--- src/rtl/serial_io_buffer.sv ---
// Two independent first-word-fall-through byte FIFOs between the CPU serial port and the byte link.
// Define SERIAL_LOOPBACK_EN to add loopback_in, which routes the TX FIFO into the RX FIFO.

module serial_io_buffer_fifo #(
  parameter int DEPTH_LOG2 = 4
) (
  input  logic       clock,
  input  logic       reset,
  input  logic       push_in,
  input  logic [7:0] push_data_in,
  input  logic       pop_in,
  output logic [7:0] head_out,
  output logic       empty_out,
  output logic       full_out
);

  localparam int DEPTH = 1 << DEPTH_LOG2;
  localparam logic [DEPTH_LOG2:0] FULL_CNT =
    (DEPTH_LOG2+1)'(DEPTH);

  logic [7:0]            mem_q [DEPTH];
  logic [DEPTH_LOG2-1:0] wptr_q, wptr_d;
  logic [DEPTH_LOG2-1:0] rptr_q, rptr_d;
  logic [DEPTH_LOG2:0]   count_q, count_d;
  logic                  push_ok, pop_ok;

  // Flags come from the registered count only.
  assign empty_out = (count_q == '0);
  assign full_out  = (count_q == FULL_CNT);

  // Full/empty are judged before any same-cycle pop or push.
  assign push_ok = push_in && !full_out;
  assign pop_ok  = pop_in && !empty_out;

  // Head is read straight out of storage.
  assign head_out = mem_q[rptr_q];

  // Next-state for pointers and occupancy.
  always_comb begin
    wptr_d  = wptr_q;
    rptr_d  = rptr_q;
    count_d = count_q;
    if (push_ok) wptr_d = wptr_q + 1'b1;
    if (pop_ok)  rptr_d = rptr_q + 1'b1;
    unique case ({push_ok, pop_ok})
      2'b10:   count_d = count_q + 1'b1;
      2'b01:   count_d = count_q - 1'b1;
      default: count_d = count_q;
    endcase
  end

  // Pointer and count registers.
  always_ff @(posedge clock or negedge reset) begin
    if (!reset) begin
      wptr_q  <= '0;
      rptr_q  <= '0;
      count_q <= '0;
    end else begin
      wptr_q  <= wptr_d;
      rptr_q  <= rptr_d;
      count_q <= count_d;
    end
  end

  // Storage needs no reset; contents are only seen when count is non-zero.
  always_ff @(posedge clock) begin
    if (push_ok) mem_q[wptr_q] <= push_data_in;
  end

endmodule

module serial_io_buffer #(
  parameter int DEPTH_LOG2 = 4
) (
  input  logic       clock,
  input  logic       reset,
  input  logic [7:0] proc_wdata_in,
  input  logic       proc_wren_in,
  input  logic       proc_rden_in,
  output logic [7:0] proc_rdata_out,
  output logic       proc_valid_out,
  output logic       proc_ready_out,
  output logic [7:0] ext_tx_data_out,
  output logic       ext_tx_valid_out,
  input  logic       ext_tx_ready_in,
  input  logic [7:0] ext_rx_data_in,
  input  logic       ext_rx_valid_in,
  output logic       ext_rx_ready_out,
`ifdef SERIAL_LOOPBACK_EN
  input  logic       loopback_in,
`endif
  output logic       tx_drop_out,
  output logic       rx_drop_out
);

  logic       lb;
  logic       tx_push, tx_pop, tx_empty, tx_full;
  logic       rx_push, rx_pop, rx_empty, rx_full;
  logic [7:0] tx_head, rx_head, rx_wdata;
  logic       tx_drop_q, tx_drop_d;
  logic       rx_drop_q, rx_drop_d;

`ifdef SERIAL_LOOPBACK_EN
  assign lb = loopback_in;
`else
  assign lb = 1'b0;
`endif

  serial_io_buffer_fifo #(.DEPTH_LOG2(DEPTH_LOG2)) u_tx (
    .clock       (clock),
    .reset       (reset),
    .push_in     (tx_push),
    .push_data_in(proc_wdata_in),
    .pop_in      (tx_pop),
    .head_out    (tx_head),
    .empty_out   (tx_empty),
    .full_out    (tx_full)
  );

  serial_io_buffer_fifo #(.DEPTH_LOG2(DEPTH_LOG2)) u_rx (
    .clock       (clock),
    .reset       (reset),
    .push_in     (rx_push),
    .push_data_in(rx_wdata),
    .pop_in      (rx_pop),
    .head_out    (rx_head),
    .empty_out   (rx_empty),
    .full_out    (rx_full)
  );

  // Route FIFO requests; loopback feeds the TX head into the RX tail.
  always_comb begin
    tx_push  = proc_wren_in;
    rx_pop   = proc_rden_in;
    tx_pop   = ext_tx_ready_in;
    rx_push  = ext_rx_valid_in;
    rx_wdata = ext_rx_data_in;
    if (lb) begin
      tx_pop   = !tx_empty && !rx_full;
      rx_push  = tx_pop;
      rx_wdata = tx_head;
    end
  end

  assign proc_ready_out   = !tx_full;
  assign proc_valid_out   = !rx_empty;
  assign ext_tx_valid_out = !tx_empty && !lb;
  assign ext_rx_ready_out = !rx_full && !lb;

  // Data is zero whenever its valid is low.
  assign ext_tx_data_out = ext_tx_valid_out ? tx_head : 8'h00;
  assign proc_rdata_out  = proc_valid_out ? rx_head : 8'h00;

  // A loopback move is gated by RX space, so it never counts as a drop.
  always_comb begin
    tx_drop_d = tx_drop_q | (proc_wren_in & tx_full);
    rx_drop_d = rx_drop_q | (ext_rx_valid_in & rx_full & !lb);
  end

  // Sticky drop flags.
  always_ff @(posedge clock or negedge reset) begin
    if (!reset) begin
      tx_drop_q <= 1'b0;
      rx_drop_q <= 1'b0;
    end else begin
      tx_drop_q <= tx_drop_d;
      rx_drop_q <= rx_drop_d;
    end
  end

  assign tx_drop_out = tx_drop_q;
  assign rx_drop_out = rx_drop_q;

endmodule

--- config.mk ---
export PLATFORM = sky130hd
export DESIGN_NAME = serial_io_buffer
export DESIGN_NICKNAME = d
export VERILOG_FILES = /design/src/rtl/serial_io_buffer.sv
export SDC_FILE = /design/constraint.sdc
export NUM_CORES = 1
export LEC_CHECK = 0
export BUFFER_PORTS_ARGS = -buffer_cell sky130_fd_sc_hd__buf_2
export CAP_MARGIN = 20
export CORE_ASPECT_RATIO = 0.9
export CORE_MARGIN = 2
export CORE_UTILIZATION = 30
export DETAILED_ROUTE_END_ITERATION = 10
export GPL_TIMING_DRIVEN = 0
export HOLD_SLACK_MARGIN = 0.02
export SLEW_MARGIN = 10
export SYNTH_ARGS = -nofsm -noshare
export SYNTH_HDL_FRONTEND = slang
export SYNTH_SLANG_ARGS = --single-unit
--- constraint.sdc ---
create_clock -name clock -period 3.1 [get_ports clock]
set_input_delay 0.155 -clock clock [delete_from_list [all_inputs] [get_ports clock]]
set_output_delay 0.155 -clock clock [all_outputs]
set_load 0.05 [all_outputs]
---- Word-level counts from Yosys, hierarchy flattened ----
Memories as Yosys holds them, arrays and structs flattened.
Index checks and enable logic that the tools add are counted.
word-level totals
  memories ................................ 2
  register bits after elaboration ......... 28
  output and inout bits ................... 22
  ROM bits ................................ 0
  RAM bits ................................ 256
  bits in latches ......................... 0
cells by class
  bitwise operators ....................... 4
  divide/modulo/power cells ............... 0
  equality and inequality tests ........... 6
  add/subtract/negate cells ............... 8
  multiplexer cells ....................... 8
  reductions and logical operators ........ 12
  $lt $le $gt $ge ......................... 0
  multipliers ............................. 0
  shift-type cells ........................ 0
memories
  memory      words  bits a word  read ports  clocked after Yosys merged registers in  wr ports  RTL line  RTL
  u_rx.mem_q  16     8            1           0                                        1         21        logic [7:0] mem_q [DEPTH];
  u_tx.mem_q  16     8            1           0                                        1         21
operators by type and width
  cell                 number
  $pmux 5 s2           2
  $add 4x1->4 const B  4
  $mux 8               2
  $add 5x1->5 const B  2
  $eq 5x5->1 const B   2
  $logic_not 5->1      2
  $sub 5x1->5 const B  2
  $eq 2x1->1 const B   2
  $eq 2x2->1 const B   2
  $logic_and 1x1->1    4
  $logic_not 1->1      4
  $mux 1               4
  $reduce_bool 2->1    2
  $and 1x1->1          2
  $or 1x1->1           2

---- Logic depth before layout (Yosys ltp) ----
  depth in word-level cells ............... 5
  gate-level depth with buffers ........... 12
  mapped depth without buffers ............ 10

---- By module ----
From an unflattened synthesis, not the netlist that was laid out.
second synthesis, totals
  cells, all modules ...................... 688
  area total of the unflattened synthesis .. 11,738.8 um^2
by module, submodules not included
  module                 cells each  area each (um^2)  instances
  serial_io_buffer_fifo  332         5,779.3           2
  serial_io_buffer       24          180.2             1

---- Worst setup path after synthesis ----
No wires, ideal clock.
  path type ............................... register to register
  from .................................... reg u_rx.count_q[1]
  to ...................................... reg u_rx.count_q[4]
  data arrival time ....................... 2,549 ps
  path buffers ............................ 2
  slack ................................... 471 ps
  stages on the path, launching flop included .. 12
  cells stage by stage .................... dfrtp_1 > buf_6 > nor4_4 > a21boi_1 > ha_1 > buf_2 > xor2_1 > ha_1 > a21boi_0 > o32ai_1 > nor4b_1 > xnor2_1
between the ends
  word-level cells in the longest chain between the ends .. 5
  elaborated cells on any way between the ends .. 12
RTL lines
  item                                                    RTL line  RTL
  start, declared                                         24        logic [DEPTH_LOG2:0] count_q, count_d;
  start signal, assigned                                  61        count_q <= count_d;
  $logic_not 5->1 *                                       28        assign empty_out = (count_q == '0);
  $logic_not 1->1 *                                       33        assign pop_ok = pop_in && !empty_out;
  $logic_and 1x1->1 *                                     33
  named net u_rx.pop_ok                                   25        logic push_ok, pop_ok;
  $eq 2x1->1 / $eq 2x2->1 (equally long branches)         45        unique case ({push_ok, pop_ok})
  $pmux 5 s2 / $reduce_bool 2->1 (equally long branches)  --
Mark *: on every way through the listed nets, which the timed path passes. The rest lies on a longest branch.
A chain may end at the register's enable or synchronous reset.

---- Worst setup path after layout ----
  from .................................... reg u_tx.rptr_q[1]
  to ...................................... out ext_tx_data_out[6]
between the ends
  word-level cells in the longest chain between the ends .. 2
RTL lines
  item                    RTL line  RTL
  start, declared         23        logic [DEPTH_LOG2-1:0] rptr_q, rptr_d;
  start signal, assigned  60        rptr_q <= rptr_d;
  $mem_v2 16x8            --
  $mux 8                  151       assign ext_tx_data_out = ext_tx_valid_out ? tx_head : 8'h00;
  end, declared           83        output logic [7:0] ext_tx_data_out,
Every way passes these cells.

==> impl_metrics.yaml <==
worst_setup_path:
  r2r_end: "u_rx.count_q[4]"
  worst_path_max_delay_cell: "clkbuf_1"
  cpLargestDelayFamily: "buffers and inverters"
  critical_path_buf_inv_count: 3
  path_common_cell: "buf_2"
  critical_path_class: "reg2out"
  rrSetupSlack_ns: 0.32
  reg2reg_from: "u_rx.count_q[2]"
  worstPathArrival_ns: 2.71
  cp.required_ns: 2.94
  cpPeakStageDelay_ns: 0.36
  cp-end-kind: "output port"
  crit_chain: "clkbuf_1 > buf_2 > mux4_2 > mux2i_1 > o22ai_1 > buf_2"
  path_max_fanout: 10
  cp-start-kind: "flop"
  r2r_cells: 13
synthesis:
  synth.area.top_cells: "edfxtp_1 66%, mux4_2 12%, dfrtp_1 6.1%, mux2i_1 2.8%, ha_1 1.8%"
  ys_types: 42
  syn_nets: 634
  synth_edf_count: 256
  synth-seq-cells: 284
  yosysMostFrequentCell: "edfxtp_1"
  synthArstFlopShare_pct: 9.86
  yosysSeqAreaShare_pct: 72.4
  yosys.area.top_type: "edfxtp_1"
  synth.avg_cell_area_um2: 19.5
  yosys_warnings: 0
  ys.flop_type: "edfxtp_1"
  synthTopCellsByCount: "256 x edfxtp_1, 64 x mux4_2, 32 x mux2i_1, 28 x dfrtp_1, 27 x nor2_1"
  synthesis.instances: 595
  synth_area_mm2: 0.0116
  synth_top_area_share_pct: 66.4
clocking:
  clk_path_buf_depth: 3
  clk_pin_slew_worst_paths_ns: 0.06
  cts_max_level: 1
  cts_tree: "yes"
  clk-insertion-delay-late_ns: 0.55
  clkSinkCount: 284
  numCtsBuffers: 31
  cts_root_buf: "clkbuf_16"
timing:
  finalClockSkew_ns: 0.00822
  setup_ws_ns: 0.230
  worst_slew_pin_slew_ns: 0.984
  slew_headroom_pct: 34.2
  setup_viol: 0
  hold_slack_ns: 0.0737
  report.final.slew_viol_count: 0
  fin_crit_sh_pct: 92.6
  period_needed_ns: 2.87
  fmax_ghz: 0.348
  rsz0062_at_grt: "no"
  hold_viol_final: 0
  setup_tns_ns: 0
global_route:
  grt_max_degree: 29
  antenna_found_initial: 0
  grtUsageTotal_pct: 11.3
  grt_pass1_wl_um: 33900
  gr-total-overflow: 0
  grt_pass1_vias: 5669
routing:
  post_drt_wl_per_cell_um: 18.8
  viasPerCell: 4.67
  via_count: 5619
  drt-initial-drc-count: 347
  drc_errors: 0
  drt_pre_antenna_iters: 5
  drtAntennaViolNets: 0
  drt-total-wl_um: 22600
floorplanning:
  fp.dieH_um: 190
  die_width_um: 211
  coreArea_mm2: 0.0382
  placementRows: 68
  die_area_mm2: 0.0402
  initial_utilization_pct: 30.3
  ios: 44
finish:
  diodes: 0
  instances_no_fill: 1204
  nets: 732
  design_area_mm2: 0.0136
  final_util_pct: 35.5
  area_delta_synth_final_pct: 17.2
  layout-drive-gt1-share_pct: 28.3
  nFillCells: 3509
placement:
  hpwl_um: 14200
  placed_area_mm2: 0.0125
  placed_cells: 1131
  gp_congestion: 0.721
  dp_slack_ns: 0.143
  port_buffers: 43
power:
  p_per_area_mw_per_mm2: 953
  p_total_mw: 12.9
  max-vdd-ir-drop_mv: 0.509
  p_leak_nw: 4.56
hold_path:
  hold_end: "u_rx.rptr_q[0]"
  hp-start: "proc_rden_in"
  hold_depth: 3
  hp-class: "in2reg"
run_status:
  status: "finished, final reports clean"
run:
  cap_violations: 0
cells in the final DEF, fill, tap and decap left out, types with 2 or more instances in the layout:
cell / n
mux2i_1: 32
clkinv_1: 5
inv_1: 11
a21boi_2: 4
dlygate4sd3_1: 19
buf_1: 3
clkinv_2: 8
buf_2: 57
nand2b_1: 8
xnor2_1: 14
o21ai_0: 6
nor3b_1: 2
buf_4: 8
nor4_4: 2
a21oi_1: 5
a31o_2: 2
xor2_1: 10
clkinv_4: 3
nand2_1: 21
clkbuf_1: 11
clkbuf_16: 31
o22ai_1: 16
mux4_2: 64
dfrtp_1: 28
ha_1: 16
a21o_1: 2
nor2_1: 27
nor3_1: 3
buf_6: 6
edfxtp_1: 256
nand4_1: 4
nor2b_1: 2
nor3_2: 8
mux2_2: 3
what timing repair did:
action	CTS	global route
buffers inserted	0	1
endpoints found under the hold margin	286	0
resized for setup	0	4
endpoints found under the setup margin	0	2
hold buffers	19	0
tightest hold or removal path, cell delays in order:
cell	delay (ns)
buf_2	0.10
a21boi_2	0.19
xor2_1	0.13
state kept, by name (all words and copies together), names as in the netlist:
name,cells
u_rx.wptr_q,4
u_rx.count_q,5
rx_drop_out,1
u_tx.count_q,5
u_rx.mem_q,128
u_tx.mem_q,128
u_tx.rptr_q,4
u_rx.rptr_q,4
tx_drop_out,1
u_tx.wptr_q,4
power by group:
| group | total (mW) | switching, mW | internal, mW |
|---|---|---|---|
| Clock | 3.25 | 1.42 | 1.83 |
| Combinational | 4.76 | 2.93 | 1.83 |
| Sequential | 4.92 | 0.208 | 4.72 |
| Total | 12.9 | 4.56 | 8.37 |
layout make-up:
cell class              count  area (um2)  share of cell area, %
well taps                 490         613                   4.52
clock buffers              37         798                   5.88
inverters                  11        41.3                  0.304
multi-input cells         266        3000                   22.1
plain buffers              33         205                   1.51
clock inverters            17        93.8                  0.691
flip-flops and latches    284        8390                   61.8
repair buffers             66         435                   3.21
cell families (layout without fill, tap and decap cells):
group / after synthesis / in the layout / synth area share, %
buf+inv: 45 / 164 / 2.14
xor+xnor: 24 / 24 / 1.82
simple gates: 84 / 84 / 3.75
flops: 284 / 284 / 72.4
fa+ha+maj: 17 / 17 / 1.84
compound gates: 41 / 41 / 2.42
mux: 100 / 100 / 15.6
worst max path at each step:
stage | slack (ns) | start | depth (start not counted) | endpoint
after floorplan | 0.47 | u_rx.count_q[1] | 11 | u_rx.count_q[4]
after CTS | 0.12 | u_rx.count_q[1] | 12 | u_rx.count_q[4]
after detailed placement | 0.14 | u_rx.count_q[1] | 11 | u_rx.count_q[4]
after global routing | 0.01 | u_rx.count_q[2] | 13 | u_rx.count_q[4]
after global placement | 0.14 | u_rx.count_q[1] | 12 | u_rx.count_q[4]
final | 0.23 | u_tx.rptr_q[1] | 6 | ext_tx_data_out[6]
layer usage:
metal,routed length (um),vias up,share of wire (%),GRT usage [%]
li1,-,2571,-,-
met1,10400,2896,46,15.5
met2,10600,110,47,18.0
met3,1060,42,4.7,2.42
met4,491,0,2.2,3.30
met5,0,-,0,0
(Power assumes the default switching activity.)
